$ cat src/rtl/pipe_ctrl.sv
// Pipeline hazard / memory-wait controller: RUN, WAIT and HALT states.
// Latency: all outputs are combinational decodes of state, flush_pend and the current inputs.
// Backpressure: a data-memory wait freezes every stage, and a timeout halts the core until reset.
// Optional feature macro: PIPE_CTRL_PERF_EN adds the stall_cycles / flush_events counters.
module pipe_ctrl #(
  parameter int unsigned WAIT_TIMEOUT = 256
) (
  input  logic        clk,
  input  logic        rst_n,
  input  logic [4:0]  id_rs1,
  input  logic [4:0]  id_rs2,
  input  logic        id_use_rs1,
  input  logic        id_use_rs2,
  input  logic [4:0]  ex_rd,
  input  logic        ex_mem_read,
  input  logic        ex_branch_taken,
  input  logic        mem_req,
  input  logic        mem_ready,
  output logic        pc_en,
  output logic        ifid_en,
  output logic        idex_en,
  output logic        exmem_en,
  output logic        memwb_en,
  output logic        ifid_flush,
  output logic        idex_flush,
  output logic        memwb_bubble,
  output logic        halted,
  output logic        mem_err
`ifdef PIPE_CTRL_PERF_EN
  ,
  output logic [31:0] stall_cycles,
  output logic [31:0] flush_events
`endif
);

  typedef enum logic [1:0] {RUN, WAIT, HALT} state_t;

  // The last wait cycle allowed before giving up on the memory.
  localparam logic [15:0] TIMEOUT_LAST = 16'(WAIT_TIMEOUT - 1);

  state_t      state_q, state_d;
  logic [15:0] wait_cnt_q, wait_cnt_d;
  logic        flush_pend_q, flush_pend_d;
  logic        mem_err_q, mem_err_d;
  logic        freeze;
  logic        load_use;

  // The whole pipeline must hold while the data memory has not answered.
  always_comb begin
    freeze = 1'b0;
    if (state_q == RUN && mem_req && !mem_ready) freeze = 1'b1;
    if (state_q == WAIT && !mem_ready)           freeze = 1'b1;
  end

  // A load in EX that writes a register the ID instruction reads (x0 never counts).
  always_comb begin
    load_use = ex_mem_read && (ex_rd != 5'd0) &&
               ((id_use_rs1 && (id_rs1 == ex_rd)) || (id_use_rs2 && (id_rs2 == ex_rd)));
  end

  // Next-state logic: the memory wait counter, the timeout and the deferred branch flush.
  always_comb begin
    state_d      = state_q;
    wait_cnt_d   = wait_cnt_q;
    flush_pend_d = flush_pend_q;
    mem_err_d    = mem_err_q;
    case (state_q)
      RUN: begin
        if (mem_req && !mem_ready) begin
          state_d    = WAIT;
          wait_cnt_d = 16'd0;
        end
      end
      WAIT: begin
        if (mem_ready) begin
          state_d = RUN;
        end else if (wait_cnt_q == TIMEOUT_LAST) begin
          state_d   = HALT;
          mem_err_d = 1'b1;
        end else begin
          wait_cnt_d = wait_cnt_q + 16'd1;
        end
      end
      HALT:    state_d = HALT;
      default: state_d = RUN;
    endcase
    // A branch resolved during a freeze is remembered and applied when the freeze ends;
    // the first unfrozen cycle always consumes (and clears) the pending flush.
    if (state_q != HALT) begin
      if (freeze) begin
        if (ex_branch_taken) flush_pend_d = 1'b1;
      end else begin
        flush_pend_d = 1'b0;
      end
    end
  end

  // State registers; reset drops any pending flush and the sticky error.
  always_ff @(posedge clk or negedge rst_n) begin
    if (!rst_n) begin
      state_q      <= RUN;
      wait_cnt_q   <= 16'd0;
      flush_pend_q <= 1'b0;
      mem_err_q    <= 1'b0;
    end else begin
      state_q      <= state_d;
      wait_cnt_q   <= wait_cnt_d;
      flush_pend_q <= flush_pend_d;
      mem_err_q    <= mem_err_d;
    end
  end

  // Output decode in priority order: halt, freeze, flush, load-use stall, normal.
  always_comb begin
    pc_en        = 1'b0;
    ifid_en      = 1'b0;
    idex_en      = 1'b0;
    exmem_en     = 1'b0;
    memwb_en     = 1'b0;
    ifid_flush   = 1'b0;
    idex_flush   = 1'b0;
    memwb_bubble = 1'b0;
    halted       = 1'b0;
    if (!rst_n) begin
      halted = 1'b0;
    end else if (state_q == HALT) begin
      halted = 1'b1;
    end else if (freeze) begin
      memwb_bubble = 1'b1;
    end else begin
      pc_en    = 1'b1;
      ifid_en  = 1'b1;
      idex_en  = 1'b1;
      exmem_en = 1'b1;
      memwb_en = 1'b1;
      if (ex_branch_taken || flush_pend_q) begin
        ifid_flush = 1'b1;
        idex_flush = 1'b1;
      end else if (load_use) begin
        pc_en      = 1'b0;
        ifid_en    = 1'b0;
        idex_flush = 1'b1;
      end
    end
  end

  assign mem_err = mem_err_q;

`ifdef PIPE_CTRL_PERF_EN
  logic [31:0] stall_cycles_q, flush_events_q;

  // Free-running event counters; they wrap naturally at 2^32.
  always_ff @(posedge clk or negedge rst_n) begin
    if (!rst_n) begin
      stall_cycles_q <= 32'd0;
      flush_events_q <= 32'd0;
    end else begin
      if (!pc_en)     stall_cycles_q <= stall_cycles_q + 32'd1;
      if (ifid_flush) flush_events_q <= flush_events_q + 32'd1;
    end
  end

  assign stall_cycles = stall_cycles_q;
  assign flush_events = flush_events_q;
`endif

endmodule

$ cat config.mk
export PLATFORM = sky130hd
export DESIGN_NAME = pipe_ctrl
export DESIGN_NICKNAME = d
export VERILOG_FILES = /design/src/rtl/pipe_ctrl.sv
export SDC_FILE = /design/constraint.sdc
export NUM_CORES = 1
export LEC_CHECK = 0
export CAP_MARGIN = 20
export CORE_MARGIN = 2
export CORE_UTILIZATION = 56
export DETAILED_ROUTE_END_ITERATION = 8
export DONT_BUFFER_PORTS = 1
export PLACE_DENSITY = 0.74
export RECOVER_POWER = 25
export SYNTH_ARGS = -nofsm -noshare
export SYNTH_HDL_FRONTEND = slang
export SYNTH_SLANG_ARGS = --single-unit
$ cat constraint.sdc
create_clock -name clk -period 2.3 [get_ports clk]
set_input_delay 0.69 -clock clk [delete_from_list [all_inputs] [get_ports clk]]
set_output_delay 0.69 -clock clk [all_outputs]
set_load 0.1 [all_outputs]
# Word level (Yosys, flattened, before mapping)
# Cells that the tools add are included.
# Widths: inputs -> output; s select.
[word_totals] regBits=20 input_bits=23 output_inout_bits=10 wordCells=69
[op_classes] n_addsub=1 n_eq_ne=11 mux=34 bitwise_logic=1 reduce_logical=18
[ops] cell="$mux 16" count=3
[ops] cell="$pmux 16 s2" count=1
[ops] cell="$mux 1" count=26
[ops] cell="$add 16x1->16 const B" count=1
[ops] cell="$eq 16x8->1 const B" count=1
[ops] cell="$eq 5x5->1" count=2
[ops] cell="$logic_and 1x1->1" count=8
[ops] cell="$ne 2x2->1 const B" count=4
[ops] cell="$mux 2" count=3
[ops] cell="$pmux 2 s3" count=1
[ops] cell="$reduce_bool 5->1" count=1
[ops] cell="$reduce_and 2->1" count=2
[ops] cell="$reduce_and 4->1" count=1
[ops] cell="$ne 3x2->1 const B" count=1
[ops] cell="$reduce_and 3->1" count=1
[ops] cell="$eq 2x1->1 const B" count=1
[ops] cell="$eq 2x2->1 const B" count=1
[ops] cell="$logic_not 2->1" count=1
[ops] cell="$logic_or 1x1->1" count=2
[ops] cell="$ne 2x1->1 const B" count=1
[ops] cell="$reduce_bool 2->1" count=1
[ops] cell="$logic_not 1->1" count=1
[ops] cell="$not 1->1" count=1

# Longest topological paths before layout
[depth] ltp_word=9 depth_mapped=6 depth_no_buf=6

# Worst setup path before layout
# No wires, ideal clock.
[synth_timing] path_type="input-to-output" startpoint="in ex_rd[2]" endpoint="out idex_flush" arrival_time_ns=2.736 required_ns=1.610 setup_slack_ns=-1.126 path_stages=4 n_path_buf=0 path_cell_list="xor2_1 -> nor4_1 -> a32oi_1 -> o22ai_1"
[synth_via] elab_chain_len=9 word_cells_on_any_way=13 cone_classes="eq/ne: 2; mux: 5; reduce/logical: 6"
[synth_lines] element="start: declaration" line="14" rtl="input logic [4:0] ex_rd,"
[synth_lines] element="$eq 5x5->1" line="58" rtl="((id_use_rs1 && (id_rs1 == ex_rd)) || (id_use_rs2 && (id_rs2 == ex_rd)));"
[synth_lines] element="$logic_and 1x1->1" line="58"
[synth_lines] element="$logic_or 1x1->1" line="58"
[synth_lines] element="$logic_and 1x1->1 (*)" line="57" rtl="load_use = ex_mem_read && (ex_rd != 5'd0) &&"
[synth_lines] element="$mux 1 (*)" line="139" rtl="end else if (load_use) begin"
[synth_lines] element="$mux 1 (*)" line="136" rtl="if (ex_branch_taken || flush_pend_q) begin"
[synth_lines] element="$mux 1 (*)" line="128" rtl="end else if (freeze) begin"
[synth_lines] element="$mux 1 (*)" line="126" rtl="end else if (state_q == HALT) begin"
[synth_lines] element="$mux 1 (*)" line="124" rtl="if (!rst_n) begin"
[synth_lines] element="end: declaration" line="25" rtl="output logic idex_flush,"
# Mark *: on every way between the ends. The rest lies on a longest branch, timed or not.

# Final worst setup path
[layout_timing] startpoint="in ex_rd[4]" endpoint="out idex_flush"
# Same word-level chain as after synthesis.

==> results.json <==
{
  "status": "finished with violations",
  "violations": "negative setup slack",
  "slew_violations": 0,
  "start_kind": "input port",
  "cts_buffers": 3,
  "insertion_delay_ns": 0.31,
  "yosysMostFrequentCell": "dfrtp_1",
  "clock.fmax_mhz": 390,
  "p_leak_nw": 0.655,
  "endpoint_kind": "output port",
  "drt-initial-drc-count": 25,
  "crit_end": "idex_flush",
  "irDropWorstVdd_mv": 0.556,
  "cts_tree": "done",
  "async_flop_share_pct": 100,
  "slew_headroom_pct": 69.8,
  "post-place-ws_ns": -0.283,
  "grt_usage_pct": 24.8,
  "fin_tns_setup_ns": -0.769,
  "r2r_end": "wait_cnt_q[4]",
  "synthSimpleGateAreaFrac_pct": 30.0,
  "cts_sinks": 20,
  "yosys-top-cells-count": "dfrtp_1 (20), nand2_1 (15), a21oi_1 (9)",
  "vias_per_cell": 6.61,
  "grt_max_degree": 25,
  "synthXorXnorAreaFrac_pct": 6.54,
  "cellPowerDensity_nw_per_um2": 799,
  "finalHoldViolations": 0,
  "layout-drive-gt1-share_pct": 29.4,
  "cp-startpoint": "ex_rd[4]",
  "route.detailed.drc": 0,
  "design_area_sq_um": 1650,
  "r2r_setup_slack_ns": 0.35,
  "die_h_um": 52.9,
  "gp_congestion": 0.848,
  "arrival_ns": 1.87,
  "core_area_sq_um": 2230,
  "hpwl_um": 2340,
  "setup_viol": 6,
  "synthCells": 146,
  "rows": 17,
  "worst_slew_pin_slew_ns": 0.453,
  "synth_top_family_by_area": "simple AND/OR/NAND/NOR gates",
  "fin_crit_sh_pct": 111,
  "synth-main-ff-cell": "dfrtp_1",
  "reg2reg_depth": 6,
  "postSynthRegisterBits": 20,
  "yosys.area.top_type": "dfrtp_1",
  "netlist_area_sq_um": 1340,
  "r2r-start": "wait_cnt_q[0]",
  "root_buffer": "clkbuf_4",
  "drt_wl_total_um": 3160,
  "cts_htree_levels": 1,
  "drt_first_pass_iters": 4,
  "synth-edff-count": 0,
  "required_ns": 1.61,
  "synth_fa_ha_area_share_pct": 0.935,
  "synth_nets": 170,
  "start_util_pct": 59.9,
  "layout_setup_ws_ns": -0.264,
  "drv_cap": 0,
  "num_vias": 1242,
  "min_period_ns": 2.56,
  "yosys-mux-area-fraction_pct": 2.24,
  "min_path_type": "in -> async",
  "finClkSkew_ns": 0.00236,
  "p_total_mw": 1.32,
  "n_antenna_cell": 0,
  "routedWlPerCell_um": 16.8,
  "place_area_sq_um": 1550,
  "synth_compound_area_share_pct": 18.4,
  "rsz0062_at_grt": "yes",
  "netlist_top_cells_area": "dfrtp_1 (37%), xor2_1 (5.2%), o31ai_1 (4.5%)",
  "grt_first_pass_wirelength_um": 5040,
  "clk_path_buf_depth": 2,
  "yosysSeqAreaShare_pct": 37.4,
  "ant_nets": 0,
  "layout.nets": 185,
  "synth_cell_type_count": 44,
  "clk_pin_slew_ns": 0.12,
  "dieWidth_um": 52.9,
  "synth.avg_cell_area_sq_um": 9.17,
  "ys.warnings.count": 0,
  "synth.top_cell.area_share_pct": 37.4,
  "cp_max_fo": 3,
  "grt.overflow.total": 0,
  "grt_pass1_vias": 1173,
  "syn2layout_area_growth_pct": 23.1,
  "dieArea_sq_um": 2800,
  "hold_ws_ns": 0.0546,
  "ios": 33,
  "io_buffer_count": 0,
  "antenna_found_initial": 0,
  "path_class": "in -> out"
}
==> routing by layer <==
| layer | track usage, % | vias to the layer above | wire length [um] |
|---|---|---|---|
| met5 | 0 | - | 0 |
| met4 | 10.7 | 0 | 59 |
| met3 | 3.95 | 7 | 206 |
| met2 | 44.6 | 47 | 1620 |
| met1 | 29.0 | 604 | 1270 |
| li1 | - | 584 | - |
==> kinds of logic after synthesis <==
logic type               count (synthesis)
XOR/XNOR                                10
AO/OA/AOI/OAI                           35
AND/OR/NAND/NOR                         66
multiplexers                             3
flip-flops                              20
adder cells (fa/ha/maj)                  1
buffers and inverters                   11
==> stage by stage <==
step                      util [%]  std cells
after global placement        69.2        182
after detailed placement      69.2        182
after CTS                     71.5        187
after global routing          73.8        188
final                         73.8        188
after floorplan                  -        146
==> cells in the final DEF, fill, tap and decap left out, types with 6 or more instances in the layout <==
master,n
dfrtp_1,19
nand2_1,14
buf_4,10
a21oi_1,9
xor2_1,8
o31ai_1,8
nor4_1,6
nand3_1,6
==> area by class of cell <==
type | instances | area, sq um
clock buffers | 4 | 36.3
fillers | 162 | 586
inverters | 5 | 22.5
multi-input cells | 115 | 858
flip-flops and latches | 20 | 502
well taps | 28 | 35.0
repair buffers | 16 | 194
==> sequential cells by signal, summed over array words and instances, names as in the netlist <==
| name | flops |
|---|---|
| state_q | 2 |
| mem_err | 1 |
| wait_cnt_q | 16 |
| flush_pend_q | 1 |
==> power by group <==
group	leakage, nW	total [mW]	internal [mW]	switching [mW]
registers	0.272	0.425	0.385	0.0404
logic	0.362	0.681	0.226	0.454
clock network	0.0210	0.211	0.0968	0.114
==> critical path, cell delays in order <==
cell	delay [ns]
or4_4	0.51
o21a_1	0.20
buf_4	0.14
nand3_2	0.09
o22ai_4	0.07
buf_12	0.18
==> how the worst min path moves through the flow <==
| stage | end | slack, ns | depth (start not counted) |
|---|---|---|---|
| finish | state_q[1] | 0.05 | 0 |
| global route | state_q[1] | 0.04 | 0 |
| CTS | state_q[1] | 0.05 | 0 |
| detailed placement | state_q[1] | 0.40 | 0 |
| global placement | state_q[1] | 0.40 | 0 |
| floorplan | flush_pend_q | 0.39 | 0 |
==> what timing repair did <==
action | 4_1_cts | 5_1_grt
hold buffers | 0 | 0
setup endpoints to repair | 7 | 8
buffers inserted | 1 | 1
pin swaps | 7 | 3
gates resized for setup | 2 | 8
Note: power is estimated with default switching activity, not from simulation.
==> RTL change, RTL diff (config.mk and constraints unchanged) <==
Put one more register stage on the output `mem_err`, without a reset. The value now appears one clock later. The other outputs are not delayed to match.
--- a/src/rtl/pipe_ctrl.sv
+++ b/src/rtl/pipe_ctrl.sv
@@ -144,7 +144,9 @@
     end
   end
 
-  assign mem_err = mem_err_q;
+  always_ff @(posedge clk) begin
+    mem_err <= mem_err_q;
+  end
 
 `ifdef PIPE_CTRL_PERF_EN
   logic [31:0] stall_cycles_q, flush_events_q;
Check against the original RTL: same outputs for any inputs over 10 cycles, from zero or initial values and one cycle with rst_n low; that may be too few to reach the edited logic, so the function may still have changed.
==> RTL change against the unedited design <==
  * The flow still finishes with violations (setup timing)
  * Area after synthesis grew 1.9%
  * Routed wire length grew 4.6%
  * Register-to-register slack lost 20 ps
  * Total power grew 1.4%
  * Sequential cell count grew 1
  * Critical path type unchanged
  * Design area grew 2.4%
  * Worst setup slack gained 63 ps
  * Utilization grew 1.1 points
  * Fmax grew 2.5%
  * Critical endpoint is now pc_en
  * Synthesized cell count grew 0.68%
==> RTL change: results (changes against the unedited design) <==
Outcome: finished with violations
Violated checks: setup timing
Tightest Hold Check Type: input port to async pin
Slew headroom: 0.620 (-0.0780)
Top post-synthesis cells by area: dfrtp_1, or4_1, o31ai_1, xor2_1, a21oi_1
DRT iter0 DRCs: 33 (+32%)
Share of cells above drive strength 1: 0.275 (-0.0187)
Syn avg cell area: 9.28 sq um (+1.2%)
Total clock sinks: 21 (+5.0%)
Clock-cell share: 0.0163 (-0.00571)
Leakage: 0.000664 uW (+1.3%)
Max Buffers Root-to-Sink: 2 (unchanged)
Routability cong.: 0.840 (-0.88%)
PnR worst setup slack: -201 ps (+62.7 ps)
Syn. warnings: 0 (unchanged)
Syn_nets: 171 (+0.59%)
Worst R2R Setup Slack: 330 ps (-20 ps)
# clk buffers: 3 (-1)
Clk pwr: 189 uW (-10%)
First-pass GRT wire length: 5.45 mm (+8.1%)
P_seq: 445 uW (+4.7%)
HPWL after detailed placement: 2.35 mm (+0.67%)
Worst VDD drop: 0.000875 V (+57%)
WL per Instance: 17.6 um (+4.6%)
First-pass detailed-route iteration total: 5 (+1)
Vias per std cell: 6.61 (about the same)
Synth unique cells: 42 (-4.5%)
Psw: 622 uW (+2.2%)
Worst Path Arrival: 1810 ps (-60 ps)
Crit path to: pc_en
Top post-synthesis cells by count: dfrtp_1, nand2_1, a21oi_1, or4_1, o31ai_1
Fraction of area in multi-input gates: 0.517 (-0.00346)
Reg2reg end: wait_cnt_q[12]
Setup WS pre-CTS: -243 ps (+39.4 ps)
R2R cell count: 4 (-2)
Int Pwr: 713 uW (+0.69%)
Setup Skew: 4.41 ps (+2.05 ps)
Sequential cell area share: 0.310 (+0.00538)
Count of final setup violators: 3 (-3)
Data buffer area share: 0.122 (+0.00462)
H-tree depth: 1 (unchanged)
CP startpoint: ex_rd[1]
R2R Path Start: wait_cnt_q[11]
Asr flop ratio synth: 0.952 (-0.0476)
Via count of the first global-routing pass: 1270 (+8.3%)
Fillers: 164 (+1.2%)
Hold slack: 50.7 ps (-3.90 ps)
Sequential share of the synthesized area: 0.382 (+0.00782)
-- RTL change: layer usage --
metal	track usage	vias to the layer above	wire length, um
met5	0	-	0
met1	0.322	601	1380
met4	0.111	0	71
met2	0.459	47	1670
li1	-	585	-
met3	0.0395	10	175
-- RTL change: kinds of logic after synthesis --
group                    Yosys count  share of synthesized area
AND/OR/NAND/NOR                   64                      0.286
AO/OA/AOI/OAI                     37                      0.192
flip-flops                        21                      0.382
buffers and inverters             12                     0.0523
XOR/XNOR                          10                     0.0642
multiplexers                       2                     0.0147
adder cells (fa/ha/maj)            1                    0.00917
-- RTL change: repair_timing --
action,4_1_cts,5_1_grt
endpoints found under the setup margin,7,7
hold buffers,0,0
endpoints found under the hold margin,0,0
pin swaps,4,2
gates resized for setup,6,8
setup buffers,2,0
-- RTL change: stage by stage --
step           instance area [sq um]   util
2_1_floorplan                   1450      -
3_3_place_gp                    1570  0.697
3_5_place_dp                    1570  0.697
4_1_cts                         1640  0.727
5_1_grt                         1690  0.749
6_report                        1690  0.749
